<file path="src/rtl/mem_access_arbiter_pkg.sv">
// Shared cache-system types: memory request/ack/result structs, serial widths
// and the arbiter's priority-pointer encoding.
package CacheSystemTypes;

    localparam int PHY_ADDR_WIDTH = 32;
    localparam int MEM_DATA_WIDTH = 32;
    localparam int MSHR_NUM       = 2;

    // One read serial per DCache MSHR plus one for the ICache miss path.
    localparam int MEM_ACCESS_SERIAL_NUM      = MSHR_NUM + 1;
    localparam int MEM_WRITE_SERIAL_NUM       = MSHR_NUM;
    localparam int MEM_ACCESS_SERIAL_BIT_SIZE = $clog2(MEM_ACCESS_SERIAL_NUM);
    localparam int MEM_WRITE_SERIAL_BIT_SIZE  = $clog2(MEM_WRITE_SERIAL_NUM);

    typedef logic [MEM_ACCESS_SERIAL_BIT_SIZE-1:0] MemAccessSerial;
    typedef logic [MEM_WRITE_SERIAL_BIT_SIZE-1:0]  MemWriteSerial;

    typedef struct packed {
        logic                      valid;
        logic                      we;
        logic [PHY_ADDR_WIDTH-1:0] addr;
        logic [MEM_DATA_WIDTH-1:0] data;
    } MemAccessReq;

    typedef struct packed {
        logic           ack;
        MemAccessSerial serial;
        MemWriteSerial  wserial;
    } MemAccessReqAck;

    typedef struct packed {
        logic                      valid;
        MemAccessSerial            serial;
        logic [MEM_DATA_WIDTH-1:0] data;
    } MemAccessResult;

    typedef struct packed {
        logic          valid;
        MemWriteSerial serial;
    } MemAccessResponse;

    // Which requester wins the next contested grant.
    typedef enum logic {
        ARB_PRIO_DCACHE = 1'b0,
        ARB_PRIO_ICACHE = 1'b1
    } ArbPriority;

    // Index width for a pool of n entries; a single-entry pool still needs one bit.
    function automatic int SerialIndexWidth(input int n);
        return (n > 1) ? $clog2(n) : 1;
    endfunction

endpackage

</file>
<file path="src/rtl/mem_access_arbiter_free_list.sv">
// Serial free list: busy vector, lowest-free picker, one alloc and one free
// per cycle, plus a registered count of busy entries.
module mem_serial_free_list
    import CacheSystemTypes::*;
#(
    parameter int ENTRY_NUM = 2,
    parameter int IDX_WIDTH = SerialIndexWidth(ENTRY_NUM)
) (
    input  logic                 clk,
    input  logic                 rst,
    input  logic                 allocEn_i,
    input  logic                 freeEn_i,
    input  logic [IDX_WIDTH-1:0] freeIdx_i,
    output logic [IDX_WIDTH-1:0] allocIdx_o,
    output logic                 empty_o,
    output logic [IDX_WIDTH:0]   busyCount_o
);

    logic [ENTRY_NUM-1:0] busy_q, busy_d;
    logic [IDX_WIDTH:0]   count_q, count_d;
    logic                 freeHit;

    // Lowest-index idle entry; looks only at registered state so a serial
    // freed this cycle cannot be handed out until the next one.
    always_comb begin
        allocIdx_o = '0;
        empty_o    = 1'b1;
        for (int i = ENTRY_NUM - 1; i >= 0; i--) begin
            if (!busy_q[i]) begin
                allocIdx_o = IDX_WIDTH'(i);
                empty_o    = 1'b0;
            end
        end
    end

    // Next busy vector: release a busy entry, claim the picked one, then count.
    always_comb begin
        busy_d  = busy_q;
        freeHit = 1'b0;
        count_d = '0;
        for (int i = 0; i < ENTRY_NUM; i++) begin
            if (freeEn_i && (freeIdx_i == IDX_WIDTH'(i)) && busy_q[i]) begin
                busy_d[i] = 1'b0;
                freeHit   = 1'b1;
            end
        end
        if (allocEn_i && !empty_o) begin
            busy_d[allocIdx_o] = 1'b1;
        end
        for (int i = 0; i < ENTRY_NUM; i++) begin
            count_d = count_d + {{IDX_WIDTH{1'b0}}, busy_d[i]};
        end
    end

    // State register; reset drops every outstanding serial.
    always_ff @(posedge clk) begin
        if (rst) begin
            busy_q  <= '0;
            count_q <= '0;
        end else begin
            busy_q  <= busy_d;
            count_q <= count_d;
        end
    end

    // A free aimed at an idle serial (e.g. a late return from before a reset) is dropped.
    always_ff @(posedge clk) begin
        if (!rst && freeEn_i) begin
            assert (freeHit)
            else $warning("free of idle serial %0d ignored", freeIdx_i);
        end
    end

    assign busyCount_o = count_q;

endmodule

</file>
<file path="src/rtl/mem_access_arbiter.sv">
// Shares the memory request port between the ICache miss path and the DCache
// MSHRs, hands out read/write serials and holds one registered request.
module mem_access_arbiter
    import CacheSystemTypes::*;
#(
    parameter int RD_SERIAL_NUM = MEM_ACCESS_SERIAL_NUM,
    parameter int WR_SERIAL_NUM = MEM_WRITE_SERIAL_NUM
) (
    input  logic                              clk,
    input  logic                              rst,
    input  logic                              icReqValid,
    input  logic [PHY_ADDR_WIDTH-1:0]         icReqAddr,
    output logic                              icAck,
    output MemAccessSerial                    icSerial,
    input  MemAccessReq                       dcReq,
    output MemAccessReqAck                    dcAck,
    output MemAccessReq                       memReq,
    output MemAccessSerial                    memReqSerial,
    output MemWriteSerial                     memReqWSerial,
    input  logic                              memReqReady,
    input  MemAccessResult                    memResult,
    input  MemAccessResponse                  memResponse,
    output logic [MEM_ACCESS_SERIAL_BIT_SIZE:0] rdOutstanding
);

    MemAccessSerial                       rdAllocIdx;
    MemWriteSerial                        wrAllocIdx;
    logic                                 rdEmpty, wrEmpty;
    logic                                 rdAllocEn, wrAllocEn;
    logic [MEM_ACCESS_SERIAL_BIT_SIZE:0]  rdCount;
    logic [MEM_WRITE_SERIAL_BIT_SIZE:0]   wrCount;

    logic        slotOpen, icEligible, dcEligible, contested;
    logic        grantIc, grantDc;
    ArbPriority  prio_q, prio_d;
    MemAccessReq    memReq_q, memReq_d;
    MemAccessSerial memReqSerial_q, memReqSerial_d;
    MemWriteSerial  memReqWSerial_q, memReqWSerial_d;

    mem_serial_free_list #(
        .ENTRY_NUM (RD_SERIAL_NUM),
        .IDX_WIDTH (MEM_ACCESS_SERIAL_BIT_SIZE)
    ) rdFreeList (
        .clk         (clk),
        .rst         (rst),
        .allocEn_i   (rdAllocEn),
        .freeEn_i    (memResult.valid),
        .freeIdx_i   (memResult.serial),
        .allocIdx_o  (rdAllocIdx),
        .empty_o     (rdEmpty),
        .busyCount_o (rdCount)
    );

    mem_serial_free_list #(
        .ENTRY_NUM (WR_SERIAL_NUM),
        .IDX_WIDTH (MEM_WRITE_SERIAL_BIT_SIZE)
    ) wrFreeList (
        .clk         (clk),
        .rst         (rst),
        .allocEn_i   (wrAllocEn),
        .freeEn_i    (memResponse.valid),
        .freeIdx_i   (memResponse.serial),
        .allocIdx_o  (wrAllocIdx),
        .empty_o     (wrEmpty),
        .busyCount_o (wrCount)
    );

    // Grant selection: only when the output slot can take a request; the
    // pointer moves to the loser of a contested grant.
    always_comb begin
        slotOpen   = !memReq_q.valid || memReqReady;
        icEligible = icReqValid && !rdEmpty;
        dcEligible = dcReq.valid && (dcReq.we ? !wrEmpty : !rdEmpty);
        contested  = icEligible && dcEligible;
        grantIc    = 1'b0;
        grantDc    = 1'b0;
        prio_d     = prio_q;
        if (!rst && slotOpen) begin
            if (contested) begin
                if (prio_q == ARB_PRIO_DCACHE) begin
                    grantDc = 1'b1;
                    prio_d  = ARB_PRIO_ICACHE;
                end else begin
                    grantIc = 1'b1;
                    prio_d  = ARB_PRIO_DCACHE;
                end
            end else if (icEligible) begin
                grantIc = 1'b1;
            end else if (dcEligible) begin
                grantDc = 1'b1;
            end
        end
    end

    // Same-cycle acks; the serial field that does not apply stays zero.
    always_comb begin
        rdAllocEn = grantIc || (grantDc && !dcReq.we);
        wrAllocEn = grantDc && dcReq.we;
        icAck     = grantIc;
        icSerial  = grantIc ? rdAllocIdx : '0;
        dcAck     = '0;
        dcAck.ack = grantDc;
        if (grantDc) begin
            if (dcReq.we) begin
                dcAck.wserial = wrAllocIdx;
            end else begin
                dcAck.serial = rdAllocIdx;
            end
        end
    end

    // Output slot: load the granted request, drop it once consumed, else hold.
    always_comb begin
        memReq_d        = memReq_q;
        memReqSerial_d  = memReqSerial_q;
        memReqWSerial_d = memReqWSerial_q;
        if (grantIc) begin
            memReq_d.valid  = 1'b1;
            memReq_d.we     = 1'b0;
            memReq_d.addr   = icReqAddr;
            memReq_d.data   = '0;
            memReqSerial_d  = rdAllocIdx;
            memReqWSerial_d = '0;
        end else if (grantDc) begin
            memReq_d        = dcReq;
            memReq_d.valid  = 1'b1;
            memReqSerial_d  = dcReq.we ? '0 : rdAllocIdx;
            memReqWSerial_d = dcReq.we ? wrAllocIdx : '0;
        end else if (slotOpen) begin
            memReq_d.valid = 1'b0;
        end
    end

    // Output stage and priority pointer registers.
    always_ff @(posedge clk) begin
        if (rst) begin
            memReq_q        <= '0;
            memReqSerial_q  <= '0;
            memReqWSerial_q <= '0;
            prio_q          <= ARB_PRIO_DCACHE;
        end else begin
            memReq_q        <= memReq_d;
            memReqSerial_q  <= memReqSerial_d;
            memReqWSerial_q <= memReqWSerial_d;
            prio_q          <= prio_d;
        end
    end

    // Pool counters stay within their pool sizes and returned data is never X.
    always_ff @(posedge clk) begin
        if (!rst) begin
            assert (int'(rdCount) <= RD_SERIAL_NUM)
            else $error("read busy count %0d exceeds pool", rdCount);
            assert (int'(wrCount) <= WR_SERIAL_NUM)
            else $error("write busy count %0d exceeds pool", wrCount);
            if (memResult.valid) begin
                assert (!$isunknown(memResult.data))
                else $error("memResult data unknown");
            end
        end
    end

    assign memReq        = memReq_q;
    assign memReqSerial  = memReqSerial_q;
    assign memReqWSerial = memReqWSerial_q;
    assign rdOutstanding = rdCount;

endmodule
</file>
<file path="config.mk">
export PLATFORM = sky130hd
export DESIGN_NAME = mem_access_arbiter
export DESIGN_NICKNAME = d
export VERILOG_FILES = /design/src/rtl/mem_access_arbiter_pkg.sv /design/src/rtl/mem_access_arbiter_free_list.sv /design/src/rtl/mem_access_arbiter.sv
export SDC_FILE = /design/constraint.sdc
export NUM_CORES = 1
export LEC_CHECK = 0
export BUFFER_PORTS_ARGS = -buffer_cell sky130_fd_sc_hd__buf_2
export CAP_MARGIN = 20
export CELL_PAD_IN_SITES_DETAIL_PLACEMENT = 0
export CELL_PAD_IN_SITES_GLOBAL_PLACEMENT = 1
export CORE_MARGIN = 2
export CORE_UTILIZATION = 30
export CTS_BUF_LIST = sky130_fd_sc_hd__clkbuf_4 sky130_fd_sc_hd__clkbuf_8
export CTS_CLUSTER_DIAMETER = 120
export CTS_CLUSTER_SIZE = 12
export DETAILED_ROUTE_END_ITERATION = 8
export PLACE_DENSITY = 0.89
export SLEW_MARGIN = 5
export SYNTH_ARGS = -nofsm -noshare
export SYNTH_HDL_FRONTEND = slang
export SYNTH_SLANG_ARGS = --single-unit
</file>
<file path="constraint.sdc">
create_clock -name clk -period 2.29 [get_ports clk]
set_input_delay 0.229 -clock clk [delete_from_list [all_inputs] [get_ports clk]]
set_output_delay 0.229 -clock clk [all_outputs]
set_load 0.01 [all_outputs]
</file>
==> impl_metrics.py <==
metrics = {
    "status": {
        "outcome": "finished clean",
    },
    "power_and_ir_drop": {
        "p_per_area_nw_per_um2": 664,
        "leakagePower_nw": 2.13,
        "peakVddDrop_mv": 0.297,
    },
    "critical_path": {
        "cp_max_fo": 6,
        "crit_path_end_kind": "output pin",
        "crit_arrival_ps": 1860,
        "cp.required_ps": 2060,
        "critPathTopFamily": "simple AND/OR/NAND/NOR gates",
        "r2r_slack_ps": 220,
        "worstSetupPathType": "reg2out",
        "crit_slowest_cell": "dfxtp_1",
        "critPathMaxStageDelay_ps": 430,
        "path_buf_inv": 1,
        "path_cells": "nand3_2 -> mux2_2 -> nand2_1 -> nor3_1 -> buf_2",
        "cp-start-kind": "flop",
    },
    "clocking": {
        "cts_max_path_buffers": 2,
        "clkSlewWorstSetupHoldPaths_ps": 80,
        "cts_tree": "yes",
        "numCtsBuffers": 9,
        "cts_hold_buf": 0,
        "post_cts_buffers": 0,
        "cts_htree_levels": 3,
        "cts_resized": 0,
        "cts_root_buf": "clkbuf_8",
        "cts_sinks": 78,
        "clk_latency_ps": 360,
    },
    "route": {
        "vias": 3832,
        "drt_iter0_drc": 316,
        "ant_nets": 0,
        "via_per_inst": 5.19,
        "wl_mm": 11.3,
        "drt_pre_antenna_iters": 4,
        "remaining_drc_errors": 0,
        "wl_per_cell_um": 15.2,
    },
    "place": {
        "io_buffers": 185,
        "dpl.hpwl_mm": 8.00,
        "gp_congestion": 0.878,
    },
    "timing": {
        "hold_ws_ps": 114,
        "skew_ps": 10.7,
        "fin_tns_setup_ps": 0,
        "worst_pin_slew_ps": 416,
        "setup_viol_count_final": 0,
        "relSlewSlack_pct": 72.2,
        "slew_viol_final": 0,
        "rsz0062_at_grt": "no",
        "period_share_pct": 91.2,
        "min_period_ps": 2090,
        "hold_viol": 0,
        "max_freq_ghz": 0.479,
    },
    "yosys": {
        "ys_ff_latch": 78,
        "synth.yosys.warnings": 0,
        "synth_top_cell_area_share_pct": 44.1,
        "ys_types": 37,
        "synthFlopType": "dfxtp_1",
        "avgSynthCellArea_um2": 8.27,
        "synth_most_common_cell": "dfxtp_1",
        "synth-edff-count": 0,
        "synth_commonest_cells": "78 x dfxtp_1, 66 x nand3_1, 63 x o21ai_0",
        "ys_async_sr_fraction_pct": 0,
        "ys_seq_area_share_pct": 44.1,
        "syn-cell-area_um2": 3540,
        "synth_area_leaders": "dfxtp_1 44%, nand3_1 9.3%, o21ai_0 8.9%",
        "synthesis.nets": 571,
        "synth_top_area_cell": "dfxtp_1",
        "syn_inst": 428,
    },
    "floorplanning": {
        "dieWidth_um": 113,
        "num_rows": 39,
        "die_h_um": 113,
        "fp.coreArea_um2": 11500,
        "initial_core_util_pct": 30.9,
        "die_area_um2": 12700,
        "io_pins": 218,
    },
    "grt": {
        "antenna_found_initial": 0,
        "grt.total_usage_pct": 17.9,
        "grt_max_degree": 70,
        "grt_pass1_vias": 3897,
        "gr-total-overflow": 0,
        "grt_pass1_wl_mm": 18.2,
    },
    "finish": {
        "regArea_um2": 1560,
        "drive_gt1_share_pct": 38.1,
        "antennaDiodeCount": 0,
        "multiInputGateArea_um2": 1720,
        "final_nets": 735,
        "fill_cells": 1180,
        "final_util_pct": 41.5,
        "area_delta_synth_final_pct": 34.7,
    },
    "run": {
        "max-cap-violations": 0,
    },
    "worst_hold_path": {
        "hold_class": "in2reg",
    },
}
[final timing paths]
| path | from | endpoint | depth (start not counted) |
|---|---|---|---|
| hold reg to reg | memReq[27] | memReq[27] | 2 |
| hold / removal | dcReq[15] | memReq[15] | 3 |
| setup reg to reg | rdFreeList.busy_q[0] | rdFreeList.busyCount_o[2] | 8 |
| setup / recovery | rdFreeList.busy_q[0] | dcAck[2] | 5 |
[worst min-delay path: stages]
cell and delay (ps):
buf_2 90, nand3_1 50, a21oi_1 50
[cells by family after synthesis]
family / count (synthesis) / share of synthesized area, %
compound gates: 152 / 26.6
fa+ha+maj: 4 / 1.63
mux: 2 / 0.707
simple gates: 137 / 19.0
flops: 78 / 44.1
buf+inv: 55 / 7.96
[area by class of cell]
class / count / share of cell area (%)
clock inverter: 3 / 1.42
tap: 143 / 3.76
clock buffer: 12 / 3.34
sequential: 78 / 32.8
inverter: 8 / 0.630
timing repair buffer: 200 / 22.1
multi-input combinational: 295 / 36.0
[state kept, by name, summed over array words and instances, names as in the netlist]
register / cells
memReqWSerial: 1
memReqSerial: 2
rdFreeList.busy_q: 3
wrFreeList.busy_q: 2
rdFreeList.busyCount_o: 3
memReq: 66
prio_q: 1
[layer usage]
metal  up-vias  wire [um]  GRT usage [%]
li1       1877          -              -
met1      1796       4700           20.5
met2       141       5550           30.4
met3        18        793           4.59
met4         0        225           9.51
met5         -          0              0
[layout by cell type, fill, tap and decap left out]
cell / Yosys / final
nand3_1: 66 / 66
and2_1: 4 / 4
nand4b_1: 1 / 1
o21a_1: 1 / 1
bufinv_16: 0 / 2
nand3b_1: 1 / 1
mux2_2: 1 / 1
o21ai_1: 10 / 10
nand2b_1: 6 / 6
and3b_1: 1 / 1
and3_1: 1 / 1
clkbuf_8: 0 / 11
a311oi_1: 27 / 27
and4b_2: 0 / 1
o211ai_1: 2 / 2
nand2_1: 9 / 9
mux2i_4: 0 / 1
o2111ai_1: 1 / 1
or3_1: 1 / 1
ha_1: 3 / 3
buf_4: 10 / 14
nor3_1: 3 / 3
a31o_2: 1 / 1
a31oi_1: 2 / 2
nor2_1: 37 / 37
clkbuf_4: 0 / 1
clkinvlp_4: 0 / 1
buf_12: 0 / 1
nand4_1: 1 / 1
dfxtp_1: 78 / 78
nor2b_1: 3 / 3
fa_1: 1 / 1
a311oi_2: 5 / 5
a21oi_1: 39 / 39
inv_1: 8 / 8
buf_2: 17 / 185
nand3_2: 2 / 2
o21ai_0: 63 / 63
o2111ai_4: 0 / 1
[through the flow]
stage,setup WS [ps],instances,cell area [um^2],power [mW]
after CTS,165,739,4760,3.21
final,201,739,4760,3.16
after floorplan,440,428,3540,1.78
after global routing,34.8,739,4760,3.33
after detailed placement,265,724,4540,2.01
after global placement,302,724,4540,2.00
[power breakdown]
group          total, mW  internal (mW)  leakage [nW]  switching, mW
Clock               1.18          0.680         0.112          0.504
Combinational      0.504          0.218          1.38          0.286
Sequential          1.47           1.44         0.638         0.0377
Note: power is estimated with default switching activity, not from simulation.
